File: src/rtl/pwm_multich.sv
// Multi-channel PWM timer: shared prescaler and counter, edge/center-aligned modes,
// shadowed PSC/ARR/CMP registers that commit at period boundaries, period-end interrupt.
module pwm_multich #(
   parameter int CH_NUM    = 4,
   parameter int CNT_WIDTH = 16,
   parameter int PSC_WIDTH = 16
) (
   input  logic              clk_i,
   input  logic              rst_n_i,
   input  logic              cfg_we_i,
   input  logic              cfg_re_i,
   input  logic [7:0]        cfg_addr_i,
   input  logic [31:0]       cfg_wdata_i,
   output logic [31:0]       cfg_rdata_o,
   output logic [CH_NUM-1:0] pwm_o,
   output logic              irq_o
);

   localparam logic [7:0] ADDR_CTRL = 8'h00;
   localparam logic [7:0] ADDR_PSC  = 8'h04;
   localparam logic [7:0] ADDR_ARR  = 8'h08;
   localparam logic [7:0] ADDR_STAT = 8'h0C;
   localparam logic [7:0] ADDR_CNT  = 8'h40;
   localparam int         ADDR_CMP0 = 16;

   logic                 en, mode, irq_en, uif;
   logic [PSC_WIDTH-1:0] psc_sh, psc_act, psc_cnt;
   logic [CNT_WIDTH-1:0] arr_sh, arr_act, cnt;
   logic [CNT_WIDTH-1:0] cmp_sh  [CH_NUM];
   logic [CNT_WIDTH-1:0] cmp_act [CH_NUM];
   logic                 dir_down;

   logic                 wr_ctrl, wr_psc, wr_arr, wr_stat, clr, w1c;
   logic [CH_NUM-1:0]    wr_cmp;
   logic [PSC_WIDTH-1:0] psc_sh_nxt, psc_cnt_nxt;
   logic [CNT_WIDTH-1:0] arr_sh_nxt, cnt_nxt;
   logic [CNT_WIDTH-1:0] cmp_sh_nxt [CH_NUM];
   logic                 dir_nxt, tick, update, load_act;
   logic [CH_NUM-1:0]    pwm_nxt;
   logic [31:0]          rdata_nxt;
   logic                 unused_wdata;

   assign unused_wdata = ^cfg_wdata_i;

   assign wr_ctrl = cfg_we_i && (cfg_addr_i == ADDR_CTRL);
   assign wr_psc  = cfg_we_i && (cfg_addr_i == ADDR_PSC);
   assign wr_arr  = cfg_we_i && (cfg_addr_i == ADDR_ARR);
   assign wr_stat = cfg_we_i && (cfg_addr_i == ADDR_STAT);
   assign clr     = wr_ctrl && cfg_wdata_i[3];
   assign w1c     = wr_stat && cfg_wdata_i[0];

   // Active copies load from the next shadow value so a write landing on the
   // update cycle is taken into the new period.
   assign psc_sh_nxt = wr_psc ? cfg_wdata_i[PSC_WIDTH-1:0] : psc_sh;
   assign arr_sh_nxt = wr_arr ? cfg_wdata_i[CNT_WIDTH-1:0] : arr_sh;

   always_comb begin
      wr_cmp = '0;
      for (int i = 0; i < CH_NUM; i++) begin
         wr_cmp[i]     = cfg_we_i && (cfg_addr_i == 8'(ADDR_CMP0 + 4*i));
         cmp_sh_nxt[i] = wr_cmp[i] ? cfg_wdata_i[CNT_WIDTH-1:0] : cmp_sh[i];
      end
   end

   always_comb begin
      tick        = en && (psc_cnt == psc_act);
      psc_cnt_nxt = '0;
      cnt_nxt     = cnt;
      dir_nxt     = dir_down;
      update      = 1'b0;
      if (!en || clr) begin
         cnt_nxt = '0;
         dir_nxt = 1'b0;
      end else begin
         psc_cnt_nxt = tick ? '0 : psc_cnt + PSC_WIDTH'(1);
         if (tick) begin
            if (!mode) begin
               if (cnt >= arr_act) begin
                  cnt_nxt = '0;
                  dir_nxt = 1'b0;
                  update  = 1'b1;
               end else begin
                  cnt_nxt = cnt + CNT_WIDTH'(1);
               end
            end else if (cnt == '0) begin
               // leaving zero upward marks the start of a center-aligned period
               cnt_nxt = (arr_act == '0) ? '0 : CNT_WIDTH'(1);
               dir_nxt = 1'b0;
               update  = 1'b1;
            end else if (cnt >= arr_act || dir_down) begin
               cnt_nxt = cnt - CNT_WIDTH'(1);
               dir_nxt = 1'b1;
            end else begin
               cnt_nxt = cnt + CNT_WIDTH'(1);
            end
         end
      end
   end

   assign load_act = !en || update;

   always_comb begin
      pwm_nxt = '0;
      for (int i = 0; i < CH_NUM; i++)
         pwm_nxt[i] = en && (cnt < cmp_act[i]);
   end

   always_comb begin
      rdata_nxt = '0;
      case (cfg_addr_i)
         ADDR_CTRL: rdata_nxt[2:0]           = {irq_en, mode, en};
         ADDR_PSC:  rdata_nxt[PSC_WIDTH-1:0] = psc_sh;
         ADDR_ARR:  rdata_nxt[CNT_WIDTH-1:0] = arr_sh;
         ADDR_STAT: rdata_nxt[0]             = uif;
         ADDR_CNT:  rdata_nxt[CNT_WIDTH-1:0] = cnt;
         default: begin
            for (int i = 0; i < CH_NUM; i++)
               if (cfg_addr_i == 8'(ADDR_CMP0 + 4*i))
                  rdata_nxt[CNT_WIDTH-1:0] = cmp_sh[i];
         end
      endcase
   end

   always_ff @(posedge clk_i or negedge rst_n_i) begin
      if (!rst_n_i) begin
         en          <= 1'b0;
         mode        <= 1'b0;
         irq_en      <= 1'b0;
         uif         <= 1'b0;
         psc_sh      <= '0;
         psc_act     <= '0;
         psc_cnt     <= '0;
         arr_sh      <= '0;
         arr_act     <= '0;
         cnt         <= '0;
         dir_down    <= 1'b0;
         pwm_o       <= '0;
         irq_o       <= 1'b0;
         cfg_rdata_o <= '0;
         for (int i = 0; i < CH_NUM; i++) begin
            cmp_sh[i]  <= '0;
            cmp_act[i] <= '0;
         end
      end else begin
         if (wr_ctrl)
            {irq_en, mode, en} <= cfg_wdata_i[2:0];
         psc_sh   <= psc_sh_nxt;
         arr_sh   <= arr_sh_nxt;
         if (load_act) begin
            psc_act <= psc_sh_nxt;
            arr_act <= arr_sh_nxt;
         end
         psc_cnt  <= psc_cnt_nxt;
         cnt      <= cnt_nxt;
         dir_down <= dir_nxt;
         uif      <= update || (uif && !w1c);
         pwm_o    <= pwm_nxt;
         irq_o    <= irq_en && uif;
         if (cfg_re_i)
            cfg_rdata_o <= rdata_nxt;
         for (int i = 0; i < CH_NUM; i++) begin
            cmp_sh[i] <= cmp_sh_nxt[i];
            if (load_act)
               cmp_act[i] <= cmp_sh_nxt[i];
         end
      end
   end

endmodule

File: config.mk
export PLATFORM = sky130hd
export DESIGN_NAME = pwm_multich
export DESIGN_NICKNAME = d
export VERILOG_FILES = /design/src/rtl/pwm_multich.sv
export SDC_FILE = /design/constraint.sdc
export NUM_CORES = 1
export LEC_CHECK = 0
export CORE_MARGIN = 5
export CORE_UTILIZATION = 30
export CTS_CLUSTER_DIAMETER = 60
export DETAILED_ROUTE_END_ITERATION = 6
export PLACE_DENSITY_LB_ADDON = 0.3
export SLEW_MARGIN = 5
export SYNTH_ARGS = -nofsm -noshare
export SYNTH_HDL_FRONTEND = slang
export SYNTH_SLANG_ARGS = --single-unit
File: constraint.sdc
create_clock -name clk_i -period 5.58 [get_ports clk_i]
set_clock_uncertainty 0.05 [all_clocks]
set_input_delay 0.837 -clock clk_i [delete_from_list [all_inputs] [get_ports clk_i]]
set_output_delay 0.837 -clock clk_i [all_outputs]
set_load 0.02 [all_outputs]
==> metrics.yaml, run 1 <==
status: "complete, no violations"
fin_util_pct: 34.92
max_freq_mhz: 248.3
drive_gt1_share_pct: 24.47
worstPathArrival_ps: 4410
synth_seq_area_share_pct: 47.24
wl_per_cell_um: 19.63
via_per_inst: 5.003
yosysUniqueCellTypes: 71
cts_tree: "built"
cts_hold_repair.buffers: 0
yosysWarningCount: 0
ys_ff_latch: 250
synth_top_family_by_area: "multiplexers"
die_w_um: 220.1
grt_usage_pct: 14.25
htreeDepth: 1
cap_viol_max_count: 0
finalNonFillerCells: 1777
fin_crit_sh_pct: 72.18
coreArea_um2: 43930
rsz0062_at_grt: "false"
power.switching_uw: 1055
antenna_found_initial: 0
yosys.area_share.xor_xnor_pct: 2.315
dp_hpwl_mm: 24.91
power_frac_comb_pct: 9.3
synth-async-reset-ratio_pct: 100.0
cts_resized: 0
power_uw: 4433
hold_path.class: "primary input to async pin"
grt_start_max_net_pins: 135
finalHoldViolCount: 0
drt_iter0_markers: 528
power_density_nw_per_um2: 289.0
hold_slack_ps: 368.4
synth_edf_count: 0
worstSkewPairLatency_ps: 540
synthFlopType: "dfrtp_1"
wirelength_mm: 34.89
grt_first_pass_wirelength_mm: 54.05
syn_area_um2: 13240
n_antenna_cell: 0
gpl.final_weighted_congestion: 0.8513
fin_nets: 1287
finalMaxSlewViolations: 0
post_cts_buffers: 0
internal_power_uw: 3378
via_count: 8891
drc: 0
p_seq_share_pct: 43.9
grt_pass1_vias: 9112
crit_required_ps: 5960
row_count: 77
die_area_um2: 48440
syn_avg_cell_area_um2: 11.87
clockRootBuffer: "clkbuf_16"
clock_path_buffers: 3
yosys.area_share.simple_pct: 8.551
synth_fa_ha_area_share_pct: 7.559
p_leak_uw: 0.007179
initial_core_util_pct: 30.14
setup_tns_ps: 0
overflow: 0
yosys-mux-area-fraction_pct: 18.53
pwr-share-clk_pct: 46.8
min_period_ps: 4027
path_clk_slew_ps: 60
cp-end-kind: "register"
post-place-cells: 1724
switching_share_pct: 23.79
areaGrowthSynthToFinish_pct: 15.84
numCtsBuffers: 29
synth_cells: 1116
io_pins: 81
cts_sinks: 250
ir_worst_vdd_v: 0.0002515
detail-route-antenna-nets: 0
worst_pin_slew_ps: 1082
slew_headroom_pct: 27.86
synth_compound_area_share_pct: 10.23
path_max_fanout: 59
drt-pass1-iter-count: 5
port-buffer-count: 48
die_y_um: 220.1
setup_violations: 0
crit_path_start_kind: "register"
crit_type: "register to register"
-- final timing paths --
| check | startpoint | endpoint | slack [ps] | depth (start not counted) |
|---|---|---|---|---|
| setup / recovery | cnt[0] | cmp_act[62] | 1550 | 10 |
| hold / removal | rst_n_i | arr_sh[10] | 370 | 1 |
| setup reg to reg | cnt[0] | cmp_act[62] | 1550 | 10 |
| hold reg to reg | cmp_act[47] | cmp_act[47] | 460 | 1 |
| max in group asynchronous | rst_n_i | cmp_act[49] | 3980 | 2 |
| min in group clk_i | cmp_act[47] | cmp_act[47] | 460 | 1 |
-- stage by stage --
stage / setup WS [ps] / area (µm²)
3_5_place_dp: 1134 / 14280
2_1_floorplan: 2540 / 13300
3_3_place_gp: 1242 / 14280
6_report: 1553 / 15340
4_1_cts: 1528 / 15340
5_1_grt: 1387 / 15340
-- per-layer routing --
metal | routed length [µm] | GRT usage (%) | vias to the layer above | share of wire (%)
li1 | - | - | 4140 | -
met1 | 15620 | 19.15 | 4524 | 45
met2 | 16980 | 24.21 | 171 | 49
met3 | 1368 | 1.923 | 56 | 3.9
met4 | 918 | 3.932 | 0 | 2.6
met5 | 0 | 0 | - | 0
-- power groups by stage --
stage                     Combinational, µW  Clock [µW]  Sequential (µW)
after floorplan                         258           0             1970
after global placement                  410           0             1980
after detailed placement                416           0             1980
after CTS                               418        2130             1950
after global routing                    454        2200             1950
final                                   411        2080             1950
-- cells in the final DEF (no fill, tap or decap), drive strengths merged, types with 17 or more instances in the layout --
cell / instances
nor2: 63
xnor2: 17
clkdlybuf4s50: 47
o21ai: 24
xor2: 18
inv: 86
a22oi: 21
nand3: 27
nand2: 29
mux2: 201
a21oi: 33
clkbuf: 38
ha: 80
buf: 20
dfrtp: 250
-- synthesized netlist by cell type (14+ instances only) --
cell type	n	area, µm²
buf_4	22	165.2
nor4_1	14	87.58
a21oi_1	33	165.2
nand3_1	25	125.1
xor2_1	18	157.7
nor2_1	62	232.7
dfrtp_1	250	6256
o21ai_0	23	115.1
mux2_2	161	1813
clkbuf_1	28	105.1
a22oi_1	21	157.7
a22o_1	14	122.6
nand2_1	29	108.9
ha_1	80	1001
xnor2_1	17	148.9
mux2_4	40	600.6
a222oi_1	15	150.1
inv_1	86	322.8
-- cells by family (layout without fill, tap and decap cells) --
logic type,Yosys count,after routing
flip-flops,250,250
AND/OR/NAND/NOR,213,213
multiplexers,205,205
AO/OA/AOI/OAI,180,180
buffers and inverters,152,206
adder cells (fa/ha/maj),80,80
XOR/XNOR,35,35
other,1,16
-- cell type report --
| class | count | area [µm²] |
|---|---|---|
| sequential | 250 | 6256 |
| timing repair buffer | 67 | 640.6 |
| tap | 592 | 740.7 |
| fill | 4381 | 28590 |
| inverter | 86 | 322.8 |
| clock buffer | 38 | 819.5 |
| clock inverter | 15 | 236.5 |
| multi-input combinational | 729 | 6324 |
-- registers in the layout (all words and copies together), names as in the netlist --
register / cells
cmp_act: 64
cnt: 16
arr_act: 16
psc_cnt: 16
en: 1
mode: 1
pwm_o: 4
cfg_rdata_o: 16
irq_en: 1
psc_act: 16
arr_sh: 16
dir_down: 1
uif: 1
cmp_sh: 64
psc_sh: 16
irq_o: 1
-- worst max-delay path, stage by stage (launching register included) --
cell and delay, ps:
dfrtp_1 570, inv_1 300, ha_1 350, nand2b_1 90
a2111oi_0 100, or4_1 550, nand3_1 240, a21boi_1 210
o21ai_4 190, buf_4 720, mux2_2 420
Note: power is estimated with default switching activity, not from simulation.
==> run 2, diff against run 1 <==
==> constraint.sdc (replaced) <==
create_clock -name clk_i -period 3.2 [get_ports clk_i]
set_clock_uncertainty 0.05 [all_clocks]
set_input_delay 0.48 -clock clk_i [delete_from_list [all_inputs] [get_ports clk_i]]
set_output_delay 0.48 -clock clk_i [all_outputs]
set_load 0.02 [all_outputs]
==> metrics.yaml, run 2 (synthesis gave the netlist of run 1 again) <==
hold_path.class: "register to register"  # was primary input to async pin
io_pins: 81  # unchanged
die_w_um: 220.1  # unchanged
power_density_nw_per_um2: 499.3  # was 289.0 nW/µm²
slew_headroom_pct: 51.10  # was 27.86%
min_to: "cmp_act[8]"
switching_share_pct: 23.41  # was 23.79%
n_antenna_cell: 0  # unchanged
reg2reg_slack_ps: 190  # was 1550 ps
via_count: 9086  # was 8891
cap_viol_max_count: 0  # unchanged
grt_usage_pct: 14.69  # was 14.25%
cts_tree: "built"  # unchanged
drt_iter0_markers: 564  # was 528
cpPeakStageDelay_ps: 600  # was 720 ps
min_from: "cmp_act[8]"
antenna_found_initial: 0  # unchanged
crit_type: "register to register"  # unchanged
cp-end-kind: "register"  # unchanged
grt_pass1_vias: 9420  # was 9112
r2r_start: "arr_act[15]"  # was cnt[0]
worstSkewPairLatency_ps: 540  # about the same
rr_worst_depth: 12  # was 10
crit_buf_inv: 4  # was 2
coreArea_um2: 43930  # unchanged
hold_slack_ps: 456.3  # was 368.4 ps
cpMostUsedCell: "buf_4"
internal_power_uw: 6138  # was 3378 µW
ir_worst_vdd_v: 0.0003722  # was 0.0002515 V
setup_tns_ps: 0  # unchanged
grt_start_max_net_pins: 83  # was 135
most-common-layout-cells: "250 x dfrtp_1, 161 x mux2_2, 86 x inv_1, 80 x ha_1, 77 x buf_4"  # was 250 x dfrtp_1, 161 x mux2_2, 86 x inv_1, 80 x ha_1, 62 x nor2_1
power.switching_uw: 1876  # was 1055 µW
worst_pin_slew_ps: 733.5  # was 1082 ps
pwr-share-clk_pct: 47.8  # was 46.8%
numCtsBuffers: 29  # unchanged
fin_crit_sh_pct: 93.93  # was 72.18%
drc: 0  # unchanged
cp_slowest_cell: "or4_1"  # was buf_4
via_per_inst: 4.922  # was 5.003
status: "complete, no violations"  # unchanged
power_frac_comb_pct: 9.9  # was 9.3%
max_freq_mhz: 332.7  # was 248.3 MHz
row_count: 77  # unchanged
path_max_fanout: 8  # was 59
cts_sinks: 250  # unchanged
clockRootBuffer: "clkbuf_16"  # unchanged
setup_violations: 0  # unchanged
fin_nets: 1356  # was 1287
initial_core_util_pct: 30.14  # unchanged
die_area_um2: 48440  # unchanged
gpl.final_weighted_congestion: 0.8425  # was 0.8513
die_y_um: 220.1  # unchanged
min_period_ps: 3006  # was 4027 ps
wirelength_mm: 35.67  # was 34.89 mm
dp_hpwl_mm: 26.09  # was 24.91 mm
drive_gt1_share_pct: 28.95  # was 24.47%
finalMaxSlewViolations: 0  # unchanged
detail-route-antenna-nets: 0  # unchanged
htreeDepth: 1  # unchanged
areaGrowthSynthToFinish_pct: 21.20  # was 15.84%
grt_first_pass_wirelength_mm: 55.73  # was 54.05 mm
crit_path_start_kind: "register"  # unchanged
path_clk_slew_ps: 60  # about the same
overflow: 0  # unchanged
clock_path_buffers: 3  # unchanged
wl_per_cell_um: 19.32  # was 19.63 µm
reg_top3: "cmp_act (64), cmp_sh (64)"  # unchanged
rr_endpoint: "cmp_act[7]"  # was cmp_act[62]
p_leak_uw: 0.007588  # was 0.007179 µW
worstPathCellList: "inv_1, ha_1, and4_1, nand2_1, or4_1, nand3_2, a21boi_2, o21ai_4, buf_4, clkbuf_16, buf_4, mux2_2"  # was inv_1, ha_1, nand2b_1, a2111oi_0, or4_1, nand3_1, a21boi_1, o21ai_4, buf_4, mux2_2
p_seq_share_pct: 42.3  # was 43.9%
final_common_cell: "dfrtp_1"  # unchanged
drt-pass1-iter-count: 6  # was 5
rsz0062_at_grt: "false"  # unchanged
finalHoldViolCount: 0  # unchanged
worstPathArrival_ps: 3370  # was 4410 ps
port-buffer-count: 48  # unchanged
path_delay_family: "simple AND/OR/NAND/NOR gates"  # was buffers and inverters
min_path_cells: 1
fillers: 4320  # was 4381
crit_required_ps: 3570  # was 5960 ps
-- run 2: cell types whose count changed in the layout (fill, tap and decap cells not counted), sizes merged --
cell,delta
clkinv,+1
bufinv,+3
clkbuf,-4
dlygate4sd3,+1
buf,+67
clkinvlp,+1
-- run 2: worst max-delay path by stage --
stage	startpoint	endpoint	slack, ps	cells past startpoint
after floorplan	cnt[0]	cmp_act[20]	160	12
after global placement	arr_act[15]	cmp_act[18]	100	11
after detailed placement	cfg_addr_i[5]	cnt[15]	70	8
after CTS	arr_act[15]	cmp_act[63]	60	11
after global routing	arr_act[15]	arr_act[7]	40	12
final	arr_act[15]	cmp_act[7]	190	12
-- run 2: timing repair --
item / CTS / global route
hold endpoints to repair: 78 / 0
gates resized for setup: 0 / 2
buffers inserted: 0 / 7
setup endpoints to repair: 0 / 72
hold buffers: 1 / 0
-- run 2: power by group through the flow --
stage               sequential (µW)  combinational (µW)  clock [µW]
floorplan                      3430                 450           0
global placement               3440                 779           0
detailed placement             3450                 786           0
CTS                            3390                 790        3920
global route                   3400                 872        4040
finish                         3390                 792        3830
-- run 2: area by class of cell --
cell class / instances / area [µm²] / share of cell area (%)
sequential: 250 / 6256 / 38.98
multi-input combinational: 729 / 6332 / 39.45
clock inverter: 20 / 339.1 / 2.113
clock buffer: 33 / 780.7 / 4.864
inverter: 86 / 322.8 / 2.011
tap: 592 / 740.7 / 4.615
timing repair buffer: 136 / 1279 / 7.967
-- run 2: metrics by stage --
stage / utilization [%] / worst slack [ps] / total power, µW / instance area, µm² / instances
after floorplan: - / 159.9 / 3885 / 13300 / 1131
after global placement: 33.77 / 100.7 / 4221 / 14830 / 1784
after detailed placement: 33.77 / 74.26 / 4231 / 14830 / 1784
after CTS: 36.34 / 58.34 / 8098 / 15960 / 1838
after global routing: 36.53 / 37.59 / 8316 / 16050 / 1846
final: 36.53 / 194.3 / 8014 / 16050 / 1846
-- run 2: routing by layer --
| metal | part of all wire, % | vias up | global-route usage [%] | wire, µm |
|---|---|---|---|---|
| met4 | 2.0 | 0 | 2.996 | 707 |
| met2 | 50 | 138 | 25.91 | 17680 |
| met1 | 45 | 4630 | 19.57 | 16130 |
| li1 | - | 4267 | - | - |
| met5 | 0 | - | 0 | 0 |
| met3 | 3.2 | 51 | 1.717 | 1150 |
